## config.mk

```make
export PLATFORM = sky130hd
export DESIGN_NAME = day_14_rr_arbiter
export DESIGN_NICKNAME = d
export VERILOG_FILES = /design/src/rtl/day_14_rr_arbiter.sv
export SDC_FILE = /design/constraint.sdc
export NUM_CORES = 1
export LEC_CHECK = 0
export BUFFER_PORTS_ARGS = -buffer_cell sky130_fd_sc_hd__clkbuf_2
export CORE_MARGIN = 5
export CORE_UTILIZATION = 50
export CTS_CLUSTER_DIAMETER = 40
export CTS_CLUSTER_SIZE = 16
export DETAILED_ROUTE_END_ITERATION = 8
export GPL_TIMING_DRIVEN = 1
export PLACE_DENSITY = 0.73
export SLEW_MARGIN = 20
export SYNTH_ARGS = -nofsm -noshare
export SYNTH_HDL_FRONTEND = slang
export SYNTH_SLANG_ARGS = --single-unit
```

## constraint.sdc

```tcl
create_clock -name clk -period 2.19 [get_ports clk]
set_clock_uncertainty 0.15 [all_clocks]
set_input_delay 0.219 -clock clk [delete_from_list [all_inputs] [get_ports clk]]
set_output_delay 0.219 -clock clk [all_outputs]
set_load 0.1 [all_outputs]
```

## src/rtl/day_14_rr_arbiter.sv

```systemverilog
// Round-robin arbiter producing a registered one-hot grant for the downstream
// one-hot select mux; grants end on release, request withdrawal or hold timeout.
module day_14_rr_arbiter #(
  parameter int unsigned NUM_REQ  = 4,
  parameter int unsigned MAX_HOLD = 8
) (
  input  logic                       clk,
  input  logic                       reset_n,
  input  logic [NUM_REQ-1:0]         req_i,
  input  logic                       release_i,
  output logic [NUM_REQ-1:0]         gnt_o,
  output logic                       gnt_valid_o,
  output logic [$clog2(NUM_REQ)-1:0] gnt_idx_o,
  output logic                       timeout_o
);

  localparam int unsigned IDX_W = $clog2(NUM_REQ);
  localparam int unsigned CNT_W = (MAX_HOLD > 0) ? $clog2(MAX_HOLD + 1) : 1;

  typedef enum logic {
    S_IDLE,
    S_GRANT
  } state_e;

  state_e               state_q, state_d;
  logic [NUM_REQ-1:0]   gnt_q, gnt_d;
  logic                 valid_q, valid_d;
  logic [IDX_W-1:0]     idx_q, idx_d;
  logic [IDX_W-1:0]     ptr_q, ptr_d;
  logic [CNT_W-1:0]     cnt_q, cnt_d;
  logic                 timeout_q, timeout_d;

  logic                 win_found;
  logic [IDX_W-1:0]     win_idx;
  logic [IDX_W:0]       cand;
  logic                 owner_req;
  logic                 hold_hit;
  logic                 grant_end;
  logic [IDX_W-1:0]     next_ptr;

  // Rotating priority scan: walk from ptr upward, lowest offset wins.
  always_comb begin
    win_found = 1'b0;
    win_idx   = '0;
    cand      = '0;
    for (int i = int'(NUM_REQ) - 1; i >= 0; i--) begin
      cand = (IDX_W+1)'(ptr_q) + (IDX_W+1)'(i);
      if (cand >= (IDX_W+1)'(NUM_REQ)) begin
        cand = cand - (IDX_W+1)'(NUM_REQ);
      end
      if (req_i[cand[IDX_W-1:0]]) begin
        win_found = 1'b1;
        win_idx   = cand[IDX_W-1:0];
      end
    end
  end

  always_comb begin
    owner_req = req_i[idx_q];
    hold_hit  = (MAX_HOLD != 0) && (cnt_q == CNT_W'(MAX_HOLD));
    grant_end = release_i || !owner_req || hold_hit;
    next_ptr  = (idx_q == IDX_W'(NUM_REQ - 1)) ? '0 : idx_q + IDX_W'(1);
  end

  // Next-state and registered-output logic.
  always_comb begin
    state_d   = state_q;
    gnt_d     = gnt_q;
    valid_d   = valid_q;
    idx_d     = idx_q;
    ptr_d     = ptr_q;
    cnt_d     = cnt_q;
    timeout_d = 1'b0;
    case (state_q)
      S_IDLE: begin
        if (win_found) begin
          state_d = S_GRANT;
          gnt_d   = NUM_REQ'(1) << win_idx;
          valid_d = 1'b1;
          idx_d   = win_idx;
          cnt_d   = CNT_W'(1);
        end
      end
      S_GRANT: begin
        if (grant_end) begin
          state_d   = S_IDLE;
          gnt_d     = '0;
          valid_d   = 1'b0;
          ptr_d     = next_ptr;
          // A normal end in the same cycle takes precedence over the timeout.
          timeout_d = hold_hit && !release_i && owner_req;
        end else if (cnt_q != '1) begin
          cnt_d = cnt_q + CNT_W'(1);
        end
      end
      default: begin
        state_d = S_IDLE;
        gnt_d   = '0;
        valid_d = 1'b0;
      end
    endcase
  end

  always_ff @(posedge clk) begin
    if (!reset_n) begin
      state_q   <= S_IDLE;
      gnt_q     <= '0;
      valid_q   <= 1'b0;
      idx_q     <= '0;
      ptr_q     <= '0;
      cnt_q     <= '0;
      timeout_q <= 1'b0;
    end else begin
      state_q   <= state_d;
      gnt_q     <= gnt_d;
      valid_q   <= valid_d;
      idx_q     <= idx_d;
      ptr_q     <= ptr_d;
      cnt_q     <= cnt_d;
      timeout_q <= timeout_d;
    end
  end

  assign gnt_o       = gnt_q;
  assign gnt_valid_o = valid_q;
  assign gnt_idx_o   = idx_q;
  assign timeout_o   = timeout_q;

endmodule

```

# ---- Yosys cells after proc, flatten, opt, wreduce, memory -nomap -nowiden
# Index checks and enable logic that the tools add are counted.
dict set report classes {
  n_addsub 9
  n_lt_le_gt_ge 9
  eq_ne 7
  shift 1
  mux 36
  bitwise_logic 1
  n_reduce_logical 11
}
# cell n
set ops {}
lappend ops {{4-bit 2-to-1 mux} 5}
lappend ops {{2-bit 2-to-1 mux} 9}
lappend ops {{4-bit case mux with 2 select lines} 2}
lappend ops {{2-bit by 3-bit < comparator with 1-bit output (second input constant)} 5}
lappend ops {{1-bit 2-to-1 mux} 13}
lappend ops {{1-bit binary-select mux with 2-bit select} 5}
lappend ops {{3-bit greater-or-equal comparator (second input constant)} 3}
lappend ops {{2-bit by 1-bit subtractor with 2-bit output (second input constant)} 4}
lappend ops {{2-bit by 2-bit adder with 3-bit output (second input constant)} 2}
lappend ops {{2-bit AND reduction} 3}
lappend ops {{3-bit AND reduction} 2}
lappend ops {{4-bit by 1-bit adder with 4-bit output (second input constant)} 1}
lappend ops {{4-bit == test (second input constant)} 1}
lappend ops {{2-bit by 1-bit != test with 1-bit output (second input constant)} 2}
lappend ops {{2-bit != test (second input constant)} 2}
lappend ops {{4-bit != test (second input constant)} 1}
lappend ops {{1-bit case mux with 2 select lines} 2}
lappend ops {{1-bit by 2-bit left shift with 4-bit output (first input constant)} 1}
lappend ops {{2-bit by 1-bit adder with 3-bit output (second input constant)} 1}
lappend ops {{2-bit by 3-bit greater-or-equal comparator with 1-bit output (second input constant)} 1}
lappend ops {{2-bit by 1-bit adder with 2-bit output (second input constant)} 1}
lappend ops {{2-bit == test (second input constant)} 1}
lappend ops {{1-bit logical AND} 2}
lappend ops {{1-bit logical NOT} 2}
lappend ops {{2 further kinds} 3}
dict set report word_totals {
  reg_bits 15
  input_bits 7
  output_inout_bits 8
  wordCells 81
}

# ---- Longest topological paths before layout
# Gate-level depths: netlist of run 1.
dict set report logic_depth {
  depth_word 12
  ltp_mapped 7
  ltp_nobuf 6
}

# ---- Worst setup path before layout of run 1
# Ideal clock, no wire load.
dict set report synth_path {
  path_kind {reg2reg}
  from {register idx_q[1], in the netlist gnt_idx_o[1]}
  to {register ptr_q[0]}
  setup_time_ps 163
  arrival_ps 2173
  required_time_ps 1877
  setup_slack_ps -296
  path_stages_with_launch 6
  n_path_buf 1
  synth_period_minus_slack_ps 2486
  path_cell_list {dfxtp_1 mux4_2 a31o_1 buf_2 nand3_1 o41ai_2}
}
dict set report synth_via {
  elab_chain_len 6
  elab_cells_between_ends 8
  cone_classes {eq/ne: 1; mux: 3; reduce/logical: 4}
}
# element line
set synth_lines {}
lappend synth_lines {{from (decl)} 28} ;# logic [IDX_W-1:0] idx_q, idx_d;
lappend synth_lines {{from (signal assigned)} 117} ;# idx_q <= idx_d;
lappend synth_lines {{1-bit binary-select mux with 2-bit select} 59} ;# owner_req = req_i[idx_q];
lappend synth_lines {{1-bit 2-to-1 mux (implied by the code)} 59}
lappend synth_lines {{1-bit logical NOT} 61} ;# grant_end = release_i || !owner_req || hold_hit;
lappend synth_lines {{1-bit logical OR (2 in series)} 61}
lappend synth_lines {{2-bit AND reduction (no line)} -}
lappend synth_lines {{to (signal assigned)} 118} ;# ptr_q <= ptr_d;
lappend synth_lines {{to (decl)} 29} ;# logic [IDX_W-1:0] ptr_q, ptr_d;
# Parallel ways exist; a longest one is shown, timed or not. The select of a mux whose other input is x is not followed.
# A chain may end at the register's enable or synchronous reset.

# ---- Final worst setup path of run 1
dict set report layout_path {
  from {register cnt_q[0]}
  to {register cnt_q[3]}
}
dict set report layout_via {
  elab_chain_len 4
  elab_cells_between_ends 10
  cone_classes {add/sub: 1; eq/ne: 4; mux: 3; reduce/logical: 2}
}
# element line
set layout_lines {}
lappend layout_lines {{from (decl)} 30} ;# logic [CNT_W-1:0] cnt_q, cnt_d;
lappend layout_lines {{from (signal assigned)} 119} ;# cnt_q <= cnt_d;
lappend layout_lines {{4-bit by 1-bit adder with 4-bit output or 4-bit == test (tied branches)} {93, 60}}
lappend layout_lines {{4-bit 2-to-1 mux or 1-bit logical OR (tied branches)} {92, 61}}
lappend layout_lines {{4-bit 2-to-1 mux or 2-bit != test (tied branches)} -}
lappend layout_lines {{4-bit case mux with 2 select lines or 3-bit AND reduction (tied branches)} -}
# Parallel ways exist; a longest one is shown, timed or not. The select of a mux whose other input is x is not followed.

==> results of run 1 <==
cell families (layout without fill, tap and decap cells):
group                      after synthesis  after routing  share of synthesized area, %
adders and majority gates                3              3                          4.73
AOI/OAI and AO/OA                       25             25                          26.2
buffers and inverters                   13             27                          6.31
and+or+nand+nor                         30             30                          20.8
DFF                                     15             15                          37.9
muxes                                    2              2                          4.10
Yosys cell counts, types with 2 or more instances:
cell	instances
dfxtp_1	15
inv_1	9
a21oi_1	6
nand3_1	5
nand4_1	4
nor2_1	4
clkbuf_1	3
ha_1	3
nand2_1	3
o21ai_0	3
o41ai_1	3
or3_1	3
nand2b_1	2
nor2b_1	2
nor4_1	2
o21a_1	2
o31ai_1	2
worst reg2reg max path, stage by stage (launching register included):
cell and delay (ns):
dfxtp_1 0.36, inv_1 0.08, ha_1 0.21, mux2i_1 0.22, o2111ai_4 0.18, or3_1 0.39, a211oi_2 0.21
registers in the layout (all words and copies together) (netlist names):
name / cells
cnt_q: 4
gnt_o: 4
gnt_idx_o: 2
ptr_q: 2
gnt_valid_o: 1
state_q: 1
timeout_o: 1
per-stage QoR:
stage	instances	utilization (%)	power (mW)
6_report	118	59.5	0.655
2_1_floorplan	88	-	0.461
3_3_place_gp	114	57.7	0.493
3_5_place_dp	114	57.7	0.496
4_1_cts	118	59.5	0.662
5_1_grt	118	59.5	0.698
power by group:
part / leakage [nW] / total, mW / switching, mW / internal, mW
combinational: 0.231 / 0.183 / 0.138 / 0.0451
sequential: 0.124 / 0.308 / 0.0165 / 0.291
clock: 0.0150 / 0.164 / 0.0936 / 0.0707
total: 0.370 / 0.655 / 0.248 / 0.407
per-layer routing:
layer / vias to the layer above / part of all wire, % / track usage (%)
li1: 355 / - / -
met1: 322 / 46 / 20.0
met2: 19 / 48 / 22.9
met3: 4 / 4.5 / 3.61
met4: 0 / 1.1 / 6.55
met5: - / 0 / 0
path summary, 6_finish.rpt:
path | cells after the start | end | start | slack (ns)
max | 6 | cnt_q[3]$_SDFFE_PN0P_ | cnt_q[0]$_SDFFE_PN0P_ | 0.34
min | 4 | timeout_o$_SDFF_PN0_ | release_i | 0.08
max reg2reg | 6 | cnt_q[3]$_SDFFE_PN0P_ | cnt_q[0]$_SDFFE_PN0P_ | 0.34
min reg2reg | 2 | gnt_o[1]$_SDFFE_PN0P_ | gnt_o[1]$_SDFFE_PN0P_ | 0.33
layout make-up:
class                      count  area (um2)
clock buffer                   4        26.3
fill                         131         611
inverter                       9        33.8
multi-input combinational     60         443
sequential                    15         303
tap                           16        20.0
timing repair buffer          14        70.1
==> results.toml, run 1 <==
[floorplanning]
placementRows = 14
die_x_um = 49.8
dieArea_um2 = 2480
start_util_pct = 52.7
io_pins = 15
die-height_um = 49.8
core_area_um2 = 1510

[power_and_ir_drop]
ir_worst_vdd_v = 0.000403
power.density_cell_area_nw_per_um2 = 732
leakagePower_nw = 0.370

[finish]
layout_commonest_cell = "clkbuf_2"
mostFrequentLayoutCells = "14 x clkbuf_2, 13 x dfxtp_1, 9 x inv_1, 6 x a21oi_1, 5 x nand3_1"
layout_overhead_on_the_synthesized_area_pct = 12.9
antenna_cells = 0
stdcell_area_um2 = 896
final_layout_size_suffix_gt1_share_pct = 24.5
finish.net_count = 113

[sta]
count_of_final_setup_violators = 0
final_max_slew_viol_count = 0
timing.fmax_ghz = 0.542
hold-worst-slack_ns = 0.0757
worst_pin_slew_ns = 0.663
final_critical_delay_including_setup_and_external_delays_ns = 1.85
rsz_0062_raised_after_global_routing = "no"
final.period_utilization_pct = 84.3
worst_setup_slack_final_ns = 0.343
hold_viol = 0
timing.slew.headroom_pct = 55.3
timing.setup.tns_ns = 0

[critical_path]
critPathSlowestCell = "or3_1"
worstPathCellList = "inv_1 > ha_1 > mux2i_1 > o2111ai_4 > or3_1 > a211oi_2"
path_class = "register to register"
timing.critical_path.arrival_ns = 1.91
family_with_the_most_delay_on_the_worst_path = "simple AND/OR/NAND/NOR gates"
worstPathMaxFanout = 8
timing.critical_path.required_ns = 2.26
worstSetupStartpointType = "register"
critical_path_buf_inv_count = 1
critical_path.max_stage_delay_ns = 0.39
cp-end-kind = "register"

[synth]
synth_largest_type_area_fraction_pct = 37.9
yosys-top-cells-area = "dfxtp_1 38%, ha_1 4.7%, inv_1 4.3%"
synthArstFlopShare_pct = 0
ys_ff_latch = 15
synth-edff-count = 0
yosysWarnings = 0
post_synth_num_cell_types = 34
ys_seq_area_share_pct = 37.9
postSynth.topFlopCell = "dfxtp_1"
post_synth_design_cell_area_um2 = 793
synthDominantAreaCellType = "dfxtp_1"
syn-mean-instance-area_um2 = 9.01
syn-instance-count = 88
postSynthNetCount = 98

[placement]
count_of_buffers_from_port_buffering = 14
placement.setup.worst_slack_ns = 0.341
routabilityCongestion = 0.837
hpwlAfterDp_um = 1200
placed_cell_area_um2 = 870

[clock_network]
cts_setup_buffers = 0
ctsHtreeMaxLevel = 1
clk_latency_ns = 0.29
cts_tree = "done"
cts_sinks = 15
cts_inserted_buffers = 3
post_cts_resize_count = 0
clk_pin_slew_ns = 0.10
cts-hold-fix-buffers = 0
clock_tree.buffer_depth = 2
cts_root_buffer = "clkbuf_4"

[route]
route.detailed.wl_per_inst_um = 14.2
wirelength_um = 1670
drt_pre_antenna_iters = 4
detail_route.iter0.violations = 32
drc = 0
via_count = 700
route.detailed.vias_per_inst = 5.93
detail-route-antenna-nets = 0

[worst_hold_path]
worstHoldPathType = "primary input to register"

[grt]
number_of_antenna_violations_at_the_first_check_in_global_routing = 0
grt_remaining_overflow = 0
via_count_of_the_first_global_routing_pass = 629
track_usage_pct = 15.1
grt_pass1_wl_um = 2930
grt_start_max_net_pins = 12

[outcome]
outcome = "complete, no violations"

[flow_run]
drv_cap = 0
Note: power is estimated with default switching activity, not from simulation.
==> run 2, diff against run 1 <==
Settings changed: CORE_UTILIZATION 50 to 47, PLACE_DENSITY 0.73 to 0.72.
Clock period 2.19 ns to 1.6 ns, I/O delays scaled along.
==> run 2 against run 1 <==
Compared with the run above: the flow now finishes with violations (negative setup slack); combinational power rose by 83%; setup slack got worse by 0.46 ns; flip-flop and latch count did not move; critical path depth did not move; cell count rose by 16%; register-to-register slack got worse by 0.46 ns; maximum frequency rose by 7.4%; global-route usage rose by 1.9 points; cell area rose by 25%; non-clock buffer count rose by 19; critical path type unchanged; critical endpoint is now cnt_q[1]$_SDFFE_PN0P_.
==> results.toml, run 2 (synthesis gave the netlist of run 1 again) <==
[critical_path]
cp-end-kind = "register"
timing.critical_path.required_ns = 1.63
worstPathMaxFanout = 4
worstPathCellList = "mux4_2 > o2111ai_4 > buf_6 > buf_6 > nor2_1 > o21a_1"
critical_path.endpoint = "cnt_q[1]$_SDFFE_PN0P_"
critical_path.max_stage_delay_ns = 0.55
reg2reg_to = "cnt_q[1]$_SDFFE_PN0P_"
reg2regPathDepth = 6
timing.rr.start = "gnt_idx_o[1]$_SDFFE_PN0P_"
critPathMostFrequentCell = "buf_6"
timing.critical_path.arrival_ns = 1.75
path_class = "register to register"
critPathSlowestCell = "mux4_2"
critPathLaunch = "gnt_idx_o[1]$_SDFFE_PN0P_"
worstSetupStartpointType = "register"
rrSetupSlack_ns = -0.12

[worst_hold_path]
worstHoldPathType = "primary input to register"
worstHoldStart = "release_i"

[grt]
busiest_layer = "met2"
via_count_of_the_first_global_routing_pass = 790
met2_resource_use_gr_pct = 29.0
grt_pass1_wl_um = 3360
gr-usage-met3_pct = 3.78
grt_start_max_net_pins = 12
grt_remaining_overflow = 0
track_usage_pct = 17.0
globalRouteMet1Util_pct = 20.3
number_of_antenna_violations_at_the_first_check_in_global_routing = 0

[clock_network]
cts_sinks = 15
cts-hold-fix-buffers = 0
ctsHtreeMaxLevel = 1
cts_inserted_buffers = 3
cts_tree = "done"
clock_tree.buffer_depth = 2
cts_root_buffer = "clkbuf_4"
clk_latency_ns = 0.29
clk_pin_slew_ns = 0.09

[placement]
routabilityCongestion = 0.929
placement.setup.worst_slack_ns = -0.262
hpwlAfterDp_um = 1410
count_of_buffers_from_port_buffering = 14
dpl.cell_count = 128

[floorplanning]
die_x_um = 51.1
die-height_um = 51.1
dieArea_um2 = 2610
core_area_um2 = 1560
placementRows = 14
start_util_pct = 50.9
io_pins = 15

[power_and_ir_drop]
power_report.internal_total_uw = 614
sw_frac_of_total_pct = 36.9
power.switching_uw = 359
combinationalPowerShare_pct = 34.4
fraction_of_power_consumed_by_sequential_logic_pct = 43.1
ir_worst_vdd_v = 0.000660
power.density_cell_area_nw_per_um2 = 869
leakagePower_nw = 0.484
clockPowerShare_pct = 22.5
p_total_uw = 973

[sta]
rsz_0062_raised_after_global_routing = "yes"
hold-worst-slack_ns = 0.0526
final.period_utilization_pct = 107
worst_setup_slack_final_ns = -0.120
hold_viol = 0
count_of_final_setup_violators = 11
final_critical_delay_including_setup_and_external_delays_ns = 1.72
timing.slew.headroom_pct = 63.9
timing.fmax_ghz = 0.582
worst_pin_slew_ns = 0.544
final_max_slew_viol_count = 0

[flow_run]
drv_cap = 0

[finish]
antenna_cells = 0
mostFrequentLayoutCells = "17 x buf_4, 12 x clkbuf_2, 11 x dfxtp_1, 7 x inv_1, 5 x a21oi_1"
final_layout_size_suffix_gt1_share_pct = 45.5
finish.net_count = 132
finalCoreUtilization_pct = 71.8
stdcell_count = 137
layout_overhead_on_the_synthesized_area_pct = 41.2
layout_commonest_cell = "buf_4"

[route]
drt_pre_antenna_iters = 4
route.detailed.wl_per_inst_um = 14.6
via_count = 803
drc = 0
wirelength_um = 2000
detail_route.iter0.violations = 15
detail-route-antenna-nets = 0
route.detailed.vias_per_inst = 5.86

[outcome]
violations = "negative setup slack"
outcome = "finished, violations left"
run 2: final cells by class:
class                   count  area (um2)
repair buffers             33         233
multi-input cells          60         497
flip-flops and latches     15         310
well taps                  16        20.0
inverters                   9        33.8
fillers                   116         439
clock buffers               4        26.3
run 2: metrics by stage:
step                      cell area (um2)  TNS [ns]
final                                1120    -0.787
after CTS                            1090    -0.837
after global routing                 1120     -1.34
after global placement                988     -1.25
after floorplan                       811     -3.09
after detailed placement              988     -1.65
run 2: power groups by stage:
stage / Combinational, mW / Clock (mW) / Sequential (mW)
CTS: 0.321 / 0.224 / 0.418
finish: 0.334 / 0.219 / 0.420
global route: 0.356 / 0.250 / 0.423
global placement: 0.292 / 0 / 0.424
floorplan: 0.111 / 0 / 0.526
detailed placement: 0.294 / 0 / 0.425
run 2: repair_timing:
item                                    4_1_cts  5_1_grt
gates resized for setup                      14        4
pin swaps                                     7        6
endpoints found under the setup margin       11       12
setup buffers                                 3        2
run 2: layer usage:
layer  part of all wire [%]  vias to the layer above
li1                       -                      397
met2                     49                       25
met1                     44                      376
met3                    5.5                        5
met5                      0                        -
met4                    1.8                        0
run 2: critical path, delay by kind of cell (launching register included):
| family | cells | cell delay (ns) |
|---|---|---|
| flops | 1 | 0.36 |
| compound gates | 2 | 0.28 |
| buf+inv | 2 | 0.22 |
| mux | 1 | 0.55 |
| simple gates | 1 | 0.03 |
run 2: worst min path at each step:
stage / to / slack, ns / depth (start not counted)
after CTS: timeout_o$_SDFF_PN0_ / 0.04 / 4
after detailed placement: gnt_o[1]$_SDFFE_PN0P_ / 0.32 / 2
after floorplan: gnt_o[0]$_SDFFE_PN0P_ / 0.17 / 2
final: timeout_o$_SDFF_PN0_ / 0.05 / 4
after global routing: timeout_o$_SDFF_PN0_ / 0.06 / 4
after global placement: gnt_o[1]$_SDFFE_PN0P_ / 0.31 / 2
==> run 3, diff against run 2 <==
Settings changed: CORE_MARGIN 5 to 2, CORE_UTILIZATION 47 to 50, CTS_BUF_LIST set to sky130_fd_sc_hd__clkbuf_8, PLACE_DENSITY 0.72 to 0.76.
==> run 3 against run 2 <==
Compared with the run above: via count decreased by 5.2%; critical path depth unchanged; cell area is 2.3% lower; largest power group unchanged; cell count shrank 4.4%; sequential share of layout area grew 0.89 points; global-route usage grew 5.5 points; the flow still finishes with violations (negative setup slack); routed wire length decreased by 7.0%; first-iteration DRC count is 33% higher; total power up 6.9%; critical path type unchanged; clock-buffer cell count shrank 1.
==> results.toml, run 3 (synthesis gave the netlist of run 1 again) <==
[clock_network]
clk_latency_ns = 0.25
cts_sinks = 15
clk_pin_slew_ns = 0.07
cts_root_buffer = "clkbuf_8"
cts-hold-fix-buffers = 0
cts_inserted_buffers = 3
ctsHtreeMaxLevel = 1
clock_tree.buffer_depth = 2
cts_tree = "done"

[critical_path]
reg2regPathDepth = 6
cp-end-kind = "register"
worstPathCellList = "mux4_2 > o2111ai_4 > buf_6 > buf_6 > nand3_2 > o211a_1"
path_class = "register to register"
critPathSlowestCell = "mux4_2"
reg2reg_to = "cnt_q[0]$_SDFFE_PN0P_"
timing.critical_path.required_ns = 1.59
family_with_the_most_delay_on_the_worst_path = "multiplexers"
critical_path_buf_inv_count = 2
worstPathMaxFanout = 4
critical_path.max_stage_delay_ns = 0.56
timing.critical_path.arrival_ns = 1.72
worstSetupStartpointType = "register"
timing.rr.start = "gnt_idx_o[1]$_SDFFE_PN0P_"
rrSetupSlack_ns = -0.13
critPathMostFrequentCell = "buf_6"

[outcome]
outcome = "finished, violations left"
violations = "negative setup slack"

[grt]
grt_remaining_overflow = 0
via_count_of_the_first_global_routing_pass = 717
number_of_antenna_violations_at_the_first_check_in_global_routing = 0
grt_pass1_wl_um = 3210
grt_start_max_net_pins = 12
track_usage_pct = 22.5

[flow_run]
drv_cap = 0

[finish]
fillers = 116
layout_overhead_on_the_synthesized_area_pct = 37.9
mostFrequentLayoutCells = "12 x clkbuf_2, 12 x buf_4, 11 x dfxtp_1, 7 x inv_1"
antenna_cells = 0
final_layout_size_suffix_gt1_share_pct = 44.3
finish.net_count = 126

[route]
route.detailed.vias_per_inst = 5.81
wirelength_um = 1860
detail-route-antenna-nets = 0
drc = 0
route.detailed.wl_per_inst_um = 14.2
detail_route.iter0.violations = 20
via_count = 761
drt_pre_antenna_iters = 4

[placement]
placement.setup.worst_slack_ns = -0.222
routabilityCongestion = 0.861
hpwlAfterDp_um = 1260
count_of_buffers_from_port_buffering = 14

[power_and_ir_drop]
fraction_of_power_consumed_by_sequential_logic_pct = 40.1
clockPowerShare_pct = 30.3
sw_frac_of_total_pct = 35.6
power.density_cell_area_nw_per_um2 = 952
combinationalPowerShare_pct = 29.6
leakagePower_nw = 0.459
power.switching_uw = 371
p_total_mw = 1.04
power_report.internal_total_uw = 670
ir_worst_vdd_v = 0.000836

[floorplanning]
io_pins = 15
start_util_pct = 53.3
dieArea_um2 = 1920
placementRows = 14
die_x_um = 43.8
die-height_um = 43.8
core_area_um2 = 1490

[sta]
rsz_0062_raised_after_global_routing = "yes"
worst_pin_slew_ns = 0.541
final_max_slew_viol_count = 0
timing.slew.headroom_pct = 64.1
worst_setup_slack_final_ns = -0.130
final_critical_delay_including_setup_and_external_delays_ns = 1.73
hold_viol = 0
timing.fmax_ghz = 0.578
count_of_final_setup_violators = 11
final.period_utilization_pct = 108

[worst_hold_path]
timing.hold.worst_endpoint = "timeout_o$_SDFF_PN0_"
worstHoldStart = "release_i"
whs_path_depth = 4
worstHoldPathType = "primary input to register"
==> run 3: worst max-delay path by stage <==
stage | slack [ns] | cells after the start | start | to
finish | -0.13 | 6 | gnt_idx_o[1]$_SDFFE_PN0P_ | cnt_q[0]$_SDFFE_PN0P_
global route | -0.18 | 5 | gnt_idx_o[1]$_SDFFE_PN0P_ | cnt_q[2]$_SDFFE_PN0P_
CTS | -0.12 | 6 | gnt_idx_o[1]$_SDFFE_PN0P_ | cnt_q[0]$_SDFFE_PN0P_
detailed placement | -0.22 | 6 | cnt_q[0]$_SDFFE_PN0P_ | cnt_q[3]$_SDFFE_PN0P_
global placement | -0.20 | 6 | cnt_q[0]$_SDFFE_PN0P_ | cnt_q[3]$_SDFFE_PN0P_
floorplan | -0.35 | 5 | gnt_idx_o[1]$_SDFFE_PN0P_ | gnt_o[2]$_SDFFE_PN0P_
==> run 3: final cells by class <==
cell class,instances,area (um2),share of cell area [%]
timing repair buffer,27,184,16.8
multi-input combinational,60,497,45.4
tap,16,20.0,1.83
clock buffer,3,41.3,3.78
clock inverter,1,5.00,0.458
sequential,15,313,28.6
inverter,9,33.8,3.09
==> run 3: worst min-delay path, cell delays in order <==
cell      delay (ns)
clkbuf_2        0.07
inv_1           0.09
nand2_1         0.08
nor4_1          0.04
==> run 3: power groups by stage <==
stage / logic (mW) / registers (mW) / clock network, mW
6_report: 0.308 / 0.417 / 0.315
5_1_grt: 0.330 / 0.420 / 0.335
4_1_cts: 0.304 / 0.418 / 0.316
3_5_place_dp: 0.279 / 0.425 / 0
3_3_place_gp: 0.278 / 0.424 / 0
2_1_floorplan: 0.111 / 0.526 / 0
==> run 3: what timing repair did <==
| action | 4_1_cts | 5_1_grt |
|---|---|---|
| gates resized for setup | 14 | 5 |
| endpoints found under the setup margin | 11 | 12 |
| endpoints found under the hold margin | 0 | 0 |
| buffers inserted | 2 | 0 |
| pin swaps | 6 | 2 |
==> run 3: per-layer routing <==
metal  GRT usage (%)  vias up  share of wire [%]
met5               0        -                  0
met4            7.27        0                1.2
met3            5.00        5                3.8
met2            36.2       15                 49
met1            29.8      357                 46
li1                -      384                  -
==> run 3: stage by stage <==
step,setup TNS (ns),util [%],instances,hold slack [ns],area [um2]
after floorplan,-3.09,-,88,0.170,811
after global routing,-1.39,73.4,131,0.0955,1090
after detailed placement,-1.46,64.9,125,0.323,966
after global placement,-1.29,64.9,125,0.308,966
after CTS,-0.844,72.5,131,0.0788,1080
final,-0.912,73.4,131,0.0736,1090
